`config.mk`:
```
export PLATFORM = sky130hd
export DESIGN_NAME = uart_frame_codec
export DESIGN_NICKNAME = d
export VERILOG_FILES = /design/src/rtl/uart_frame_codec.sv
export SDC_FILE = /design/constraint.sdc
export NUM_CORES = 1
export LEC_CHECK = 0
export BUFFER_PORTS_ARGS = -buffer_cell sky130_fd_sc_hd__clkbuf_2
export CORE_MARGIN = 2
export CORE_UTILIZATION = 50
export DETAILED_ROUTE_END_ITERATION = 16
export PLACE_DENSITY_LB_ADDON = 0.12
export SKIP_LAST_GASP = 1
export SYNTH_ARGS = -nofsm -noshare
export SYNTH_HDL_FRONTEND = slang
export SYNTH_SLANG_ARGS = --single-unit
```
`constraint.sdc`:
```
create_clock -name iclk -period 14.5 [get_ports iclk]
set_input_delay 2.175 -clock iclk [delete_from_list [all_inputs] [get_ports iclk]]
set_output_delay 2.175 -clock iclk [all_outputs]
set_load 0.01 [all_outputs]
```
`src/rtl/uart_frame_codec.sv`:
```
// uart_frame_codec: header-synchronised framed RX/TX engine between the byte UART paths and the tracker core.
// Frame = HEADER, N payload bytes (big-endian fields), 8-bit additive checksum of the payload.
module uart_frame_codec #(
    parameter int         NUM_FIELDS  = 4,
    parameter int         FIELD_BYTES = 2,
    parameter logic [7:0] HEADER      = 8'hA5,
    parameter int         TIMEOUT_CYC = 100000,
    localparam int        N           = NUM_FIELDS * FIELD_BYTES,
    localparam int        W           = N * 8
) (
    input  logic         iclk,
    input  logic         s_rst,
    input  logic [7:0]   rx_byte_i,
    input  logic         rx_byte_valid_i,
    output logic [W-1:0] rx_fields,
    output logic         rx_over,
    output logic         rx_err,
    input  logic         tx_start,
    input  logic [W-1:0] tx_fields,
    output logic         tx_busy,
    output logic [7:0]   tx_data,
    output logic         tx_en,
    input  logic         tx_done_i,
    output logic         tx_frame_done
);
    localparam int IW = $clog2(N + 1);
    localparam int PW = $clog2(N + 2);
    localparam int TW = (TIMEOUT_CYC > 0) ? $clog2(TIMEOUT_CYC + 1) : 1;
    localparam logic [TW-1:0] TMO_LAST = TW'((TIMEOUT_CYC > 0) ? TIMEOUT_CYC - 1 : 0);

    localparam logic [1:0] R_HUNT    = 2'd0;
    localparam logic [1:0] R_PAYLOAD = 2'd1;
    localparam logic [1:0] R_CSUM    = 2'd2;
    localparam logic [1:0] T_IDLE    = 2'd0;
    localparam logic [1:0] T_SEND    = 2'd1;
    localparam logic [1:0] T_WAIT    = 2'd2;

    logic [1:0]    r_state;
    logic [IW-1:0] r_idx;
    logic [7:0]    r_sum;
    logic [W-1:0]  r_stage;
    logic [TW-1:0] r_tmo;

    logic [1:0]    t_state;
    logic [PW-1:0] t_pos;
    logic [7:0]    t_sum;
    logic [W-1:0]  t_buf;

    always_ff @(posedge iclk or posedge s_rst) begin
        if (s_rst) begin
            r_state   <= R_HUNT;
            r_idx     <= '0;
            r_sum     <= '0;
            r_stage   <= '0;
            r_tmo     <= '0;
            rx_fields <= '0;
            rx_over   <= 1'b0;
            rx_err    <= 1'b0;
        end else begin
            rx_over <= 1'b0;
            rx_err  <= 1'b0;
            r_tmo   <= (r_state == R_HUNT || rx_byte_valid_i) ? '0 : r_tmo + 1'b1;
            // A byte arriving on the expiry cycle takes priority over the timeout.
            if (rx_byte_valid_i) begin
                case (r_state)
                    R_HUNT: if (rx_byte_i == HEADER) begin
                        r_state <= R_PAYLOAD;
                        r_idx   <= '0;
                        r_sum   <= '0;
                    end
                    R_PAYLOAD: begin
                        r_stage <= W'({r_stage, rx_byte_i});
                        r_sum   <= r_sum + rx_byte_i;
                        r_idx   <= r_idx + 1'b1;
                        if (r_idx == IW'(N - 1)) r_state <= R_CSUM;
                    end
                    default: begin
                        rx_over <= rx_byte_i == r_sum;
                        rx_err  <= rx_byte_i != r_sum;
                        if (rx_byte_i == r_sum) rx_fields <= r_stage;
                        r_state <= R_HUNT;
                    end
                endcase
            end else if (r_state != R_HUNT && TIMEOUT_CYC != 0 && r_tmo == TMO_LAST) begin
                rx_err  <= 1'b1;
                r_state <= R_HUNT;
                r_stage <= '0;
            end
        end
    end

    // tx_data is loaded on entry to T_SEND so the strobe and its byte line up in the same cycle.
    always_ff @(posedge iclk or posedge s_rst) begin
        if (s_rst) begin
            t_state       <= T_IDLE;
            t_pos         <= '0;
            t_sum         <= '0;
            t_buf         <= '0;
            tx_data       <= '0;
            tx_frame_done <= 1'b0;
        end else begin
            tx_frame_done <= 1'b0;
            case (t_state)
                T_IDLE: if (tx_start) begin
                    t_buf   <= tx_fields;
                    t_sum   <= '0;
                    t_pos   <= '0;
                    tx_data <= HEADER;
                    t_state <= T_SEND;
                end
                T_SEND: t_state <= T_WAIT;
                default: if (tx_done_i) begin
                    if (t_pos == PW'(N + 1)) begin
                        tx_frame_done <= 1'b1;
                        t_state       <= T_IDLE;
                    end else begin
                        t_pos   <= t_pos + 1'b1;
                        t_state <= T_SEND;
                        if (t_pos == PW'(N)) begin
                            tx_data <= t_sum;
                        end else begin
                            tx_data <= t_buf[W-1 -: 8];
                            t_sum   <= t_sum + t_buf[W-1 -: 8];
                            t_buf   <= t_buf << 8;
                        end
                    end
                end
            endcase
        end
    end

    assign tx_en   = t_state == T_SEND;
    assign tx_busy = t_state != T_IDLE;
endmodule

```
Word level (Yosys, flattened, before mapping)
Index checks and enable logic that the tools add are counted.
Widths: inputs -> output; s select.
{"block": "totals", "elab_cells": 100, "latch_bits": 0, "in_bits": 77, "mem_count": 0, "rom_bits": 0, "ff_bits": 248, "output_inout_bits": 77, "ramBits": 0}
{"block": "classes", "add_sub_neg": 5, "div_mod_pow": 0, "reduce_logical": 19, "bitwise": 2, "order_cmp": 0, "shifts": 0, "n_eq_ne": 16, "mul": 0, "muxes": 44}
{"cell": "$mux 64", "n": 7}
{"cell": "$pmux 64 s2", "n": 1}
{"cell": "$mux 8", "n": 9}
{"cell": "$pmux 8 s2", "n": 3}
{"cell": "$add 17x1->17 const B", "n": 1}
{"cell": "$eq 17x17->1 const B", "n": 1}
{"cell": "$mux 17", "n": 1}
{"cell": "$add 8x8->8", "n": 2}
{"cell": "$mux 4", "n": 4}
{"cell": "$pmux 4 s2", "n": 2}
{"cell": "$mux 2", "n": 6}
{"cell": "$reduce_bool 2->1", "n": 5}
{"cell": "$mux 1", "n": 9}
{"cell": "$reduce_and 3->1", "n": 3}
{"cell": "$add 4x1->4 const B", "n": 2}
{"cell": "$eq 4x4->1 const B", "n": 2}
{"cell": "$eq 8x8->1", "n": 1}
{"cell": "$eq 8x8->1 const B", "n": 1}
{"cell": "$ne 2x1->1 const B", "n": 4}
{"cell": "$ne 8x8->1", "n": 1}
{"cell": "$pmux 2 s2", "n": 2}
{"cell": "$reduce_and 5->1", "n": 1}
{"cell": "$eq 2x1->1 const B", "n": 2}
{"cell": "$eq 4x3->1 const B", "n": 1}
{"cell": "11 further kinds", "n": 15}

Logic depth before layout (Yosys ltp)
{"block": "depth", "depth_word": 5, "ltp_mapped": 9, "depth_no_buf": 7}

Worst setup path before layout
Ideal clock, no wire load.
{"block": "synth_timing", "kind": "input to register", "from": "in rx_byte_i[5]", "to": "reg rx_fields[0]", "required_time_ns": 14.375, "setup_ns": 0.125, "arrival_ns": 3.769, "cell_stages": 8, "n_path_buf": 2, "path_slack_ns": 10.606, "cell_sequence": "ha_1 -> nor4_1 -> nand2_1 -> nor4_2 -> nand3_1 -> buf_4 -> buf_6 -> mux2_4"}
{"block": "synth_via", "elab_chain_cells": 2}
{"item": "start: declaration", "line": "13", "text": "input logic [7:0] rx_byte_i,"}
{"item": "$eq 8x8->1", "line": "80", "text": "if (rx_byte_i == r_sum) rx_fields <= r_stage;"}
{"item": "$reduce_and 3->1 (no line)"}
{"item": "end signal: assignment", "line": "80"}
{"item": "end: declaration", "line": "15", "text": "output logic [W-1:0] rx_fields,"}
No other way between the ends.
A chain may end at the register's enable or synchronous reset.

Worst setup path in the final report
{"block": "layout_timing", "from": "in rx_byte_i[5]", "to": "reg rx_fields[38]"}
Same word-level chain as after synthesis.

==> impl_metrics.ini <==
[logic_synthesis]
synth_warnings = 0
yosys.area_share.simple_pct = 9.05
yosysTopAreaCell = dfrtp_1
ys_seq_area_share_pct = 57.1
syn_nets = 982
synth-compound-area-share_pct = 11.8
synth_top_family_by_area = multiplexers
avgSynthCellArea_um2 = 12.3
ys_ff_latch = 248
ys_dominant_reg_cell = dfrtp_1
synth_xor_area_share_pct = 2.02
synth.distinct_cells = 55
synth.area.top_cells = dfrtp_1, mux2_4, mux2i_1, a22o_1, nand2_1
yosysTopAreaCellShare_pct = 57.1
syn_inst = 884
syn_area_mm2 = 0.0109
synth_edf_count = 0
synth_adder_area_share_pct = 2.56
synthArstFlopShare_pct = 100
synthMuxAreaShare_pct = 14.5

[clocking]
clk_pin_slew_ns = 0.06
clkLatencyLatePin_ns = 0.52
htreeDepth = 1
cts_made_buffers = 26
clock_path_buffers = 3
cts_tree = done
postCtsSetupRepairBufs = 0
cts_resized = 0
root_buffer = clkbuf_16
clock-sinks = 248
ctsHoldBuffers = 0

[final_layout]
nFillCells = 1779
synthToLayoutAreaGrowth_pct = 16.3
num_antenna_cells = 0
finalNonFillerCells = 1319
final_common_cell = dfrtp_1
layout_common_cells = dfrtp_1, clkbuf_2, nand2_1
final_area_mm2 = 0.0126
nets = 1122
drive_above_1_share_pct = 26.9

[route]
drc = 0
drt_iter0_drc = 314
routed_wl_um = 23000
via_count = 7036
avgViaCountPerCell = 5.33
drtPass1Iterations = 4
antenna_left = 0
wl_per_cell_um = 17.4

[setup_path]
required_ns = 14.90
worstSetupStartpointType = input pin
crit_chain = clkbuf_2 > ha_1 > nor4_1 > nand2_1 > nor4_2 > nand3_4 > buf_4 > mux2_4
timing.rr.start = r_sum[5]$_DFFE_PP0P_
crit_type = in -> reg
setup.worst_path.end = rx_fields[38]$_DFFE_PP0P_
r2r-end = rx_fields[38]$_DFFE_PP0P_
critPathSlowestCell = buf_4
cp.arrival_ns = 4.40
end_kind = flop
cp_max_fo = 65
crit_start = rx_byte_i[5]
ff2ff_path_depth = 7
max_stage_delay_ns = 0.47
reg2reg_slack_ns = 11.86

[place]
gp_congestion = 0.819
dpl.hpwl_um = 15400
placed_area_mm2 = 0.0118
portBuffers = 153
dp.cells = 1271

[sta]
slew_headroom_pct = 24.7
fmax_ghz = 0.250
final-setup-viol-count = 0
slew_viol_final = 0
fin_tns_setup_ns = 0
fin_crit_ns = 4.00
clock-skew-final_ns = 0.00675
min_period_over_period_pct = 27.6
rsz0062_at_grt = no
worst_pin_slew_ns = 1.13
hold_viol = 0

[floorplan]
floorplan.io_pins = 154
core-area_mm2 = 0.0212
fp.dieW_um = 151
rows = 53
die_area_mm2 = 0.0229
die_height_um = 151
initial_core_util_pct = 51.4

[grt]
antenna_found_initial = 0
grt_pass1_vias = 7027
grt_overflow = 0
grt_max_degree = 123
grt_util_all_layers_pct = 20.2
grt_pass1_wl_um = 36700

[pwr]
peakVddDrop_mv = 0.0773
p_leak_nw = 6.46
p_per_area_mw_per_mm2 = 153

[min_path]
hold_path.class = reg -> reg

[outcome]
status = completed

[flow_run]
drv_cap = 0
-- synth_stat cells, types with 11 or more instances --
master and number:
xor2_1 14, o21ai_0 72, a21oi_1 21, mux2i_1 66, xnor2_1 11, clkbuf_1 19, nor2_1 35, buf_2 16
nand3_1 23, mux2_2 16, nand2_1 109, buf_6 11, ha_1 19, mux2_4 49, dfrtp_1 248, a22o_1 70
-- state kept, by name, indices dropped and copies added (netlist names) --
register       flops
rx_over            1
r_sum              8
tx_data            8
rx_err             1
r_state            2
t_sum              8
t_buf             64
r_idx              4
r_stage           64
r_tmo             17
t_pos              4
t_state            2
tx_frame_done      1
rx_fields         64
-- how the worst min path moves through the flow --
stage | from | end | depth (start not counted)
6_report | r_tmo[0]$_DFF_PP0_ | r_tmo[0]$_DFF_PP0_ | 1
5_1_grt | r_tmo[0]$_DFF_PP0_ | r_tmo[0]$_DFF_PP0_ | 1
4_1_cts | r_tmo[0]$_DFF_PP0_ | r_tmo[0]$_DFF_PP0_ | 1
3_5_place_dp | r_tmo[0]$_DFF_PP0_ | r_tmo[0]$_DFF_PP0_ | 1
3_3_place_gp | r_tmo[0]$_DFF_PP0_ | r_tmo[0]$_DFF_PP0_ | 1
2_1_floorplan | r_tmo[0]$_DFF_PP0_ | r_tmo[0]$_DFF_PP0_ | 1
-- cell families after synthesis --
group / count (synthesis)
compound gates: 190
xor+xnor: 25
mux: 131
fa+ha+maj: 21
simple gates: 212
flops: 248
buf+inv: 57
-- cell type report --
| cell class | count | area (µm²) | share of cell area [%] |
|---|---|---|---|
| Tap cell | 275 | 344 | 2.72 |
| Multi-Input combinational cell | 579 | 4380 | 34.6 |
| Inverter | 8 | 37.5 | 0.297 |
| Sequential cell | 248 | 6210 | 49.1 |
| Timing Repair Buffer | 161 | 826 | 6.53 |
| Clock buffer | 38 | 767 | 6.07 |
| Clock inverter | 10 | 81.3 | 0.643 |
-- report_power, final --
part	total (W)	switching [W]	internal [W]
logic	0.000419	0.000247	0.000172
clock network	0.000649	0.000265	0.000384
registers	0.000863	0.0000697	0.000793
total	0.00193	0.000582	0.00135
-- critical path, delay by kind of cell --
kind	cells	cell delay (ns)
adders and majority gates	1	0.37
buffers and inverters	2	0.57
muxes	1	0.43
and+or+nand+nor	4	0.80
-- per-layer routing --
metal / part of all wire, % / up-vias / wire length [µm] / global-route usage [%]
met5: 0 / - / 0 / 0
met4: 1.7 / 0 / 391 / 4.30
met3: 5.3 / 29 / 1220 / 3.64
met2: 47 / 149 / 10700 / 32.6
met1: 46 / 3426 / 10600 / 28.9
li1: - / 3432 / - / -
-- metrics by stage --
step | utilization, % | setup WS, ns | total power, W | hold slack (ns)
final | 59.8 | 10.50 | 0.00193 | 0.457
after global routing | 59.8 | 10.32 | 0.00205 | 0.488
after CTS | 59.8 | 10.50 | 0.00196 | 0.453
after detailed placement | 55.7 | 9.96 | 0.00130 | 0.445
after global placement | 55.7 | 10.04 | 0.00129 | 0.445
after floorplan | - | 5.51 | 0.00118 | 0.424
No activity file was read; power rests on OpenSTA's default activity.
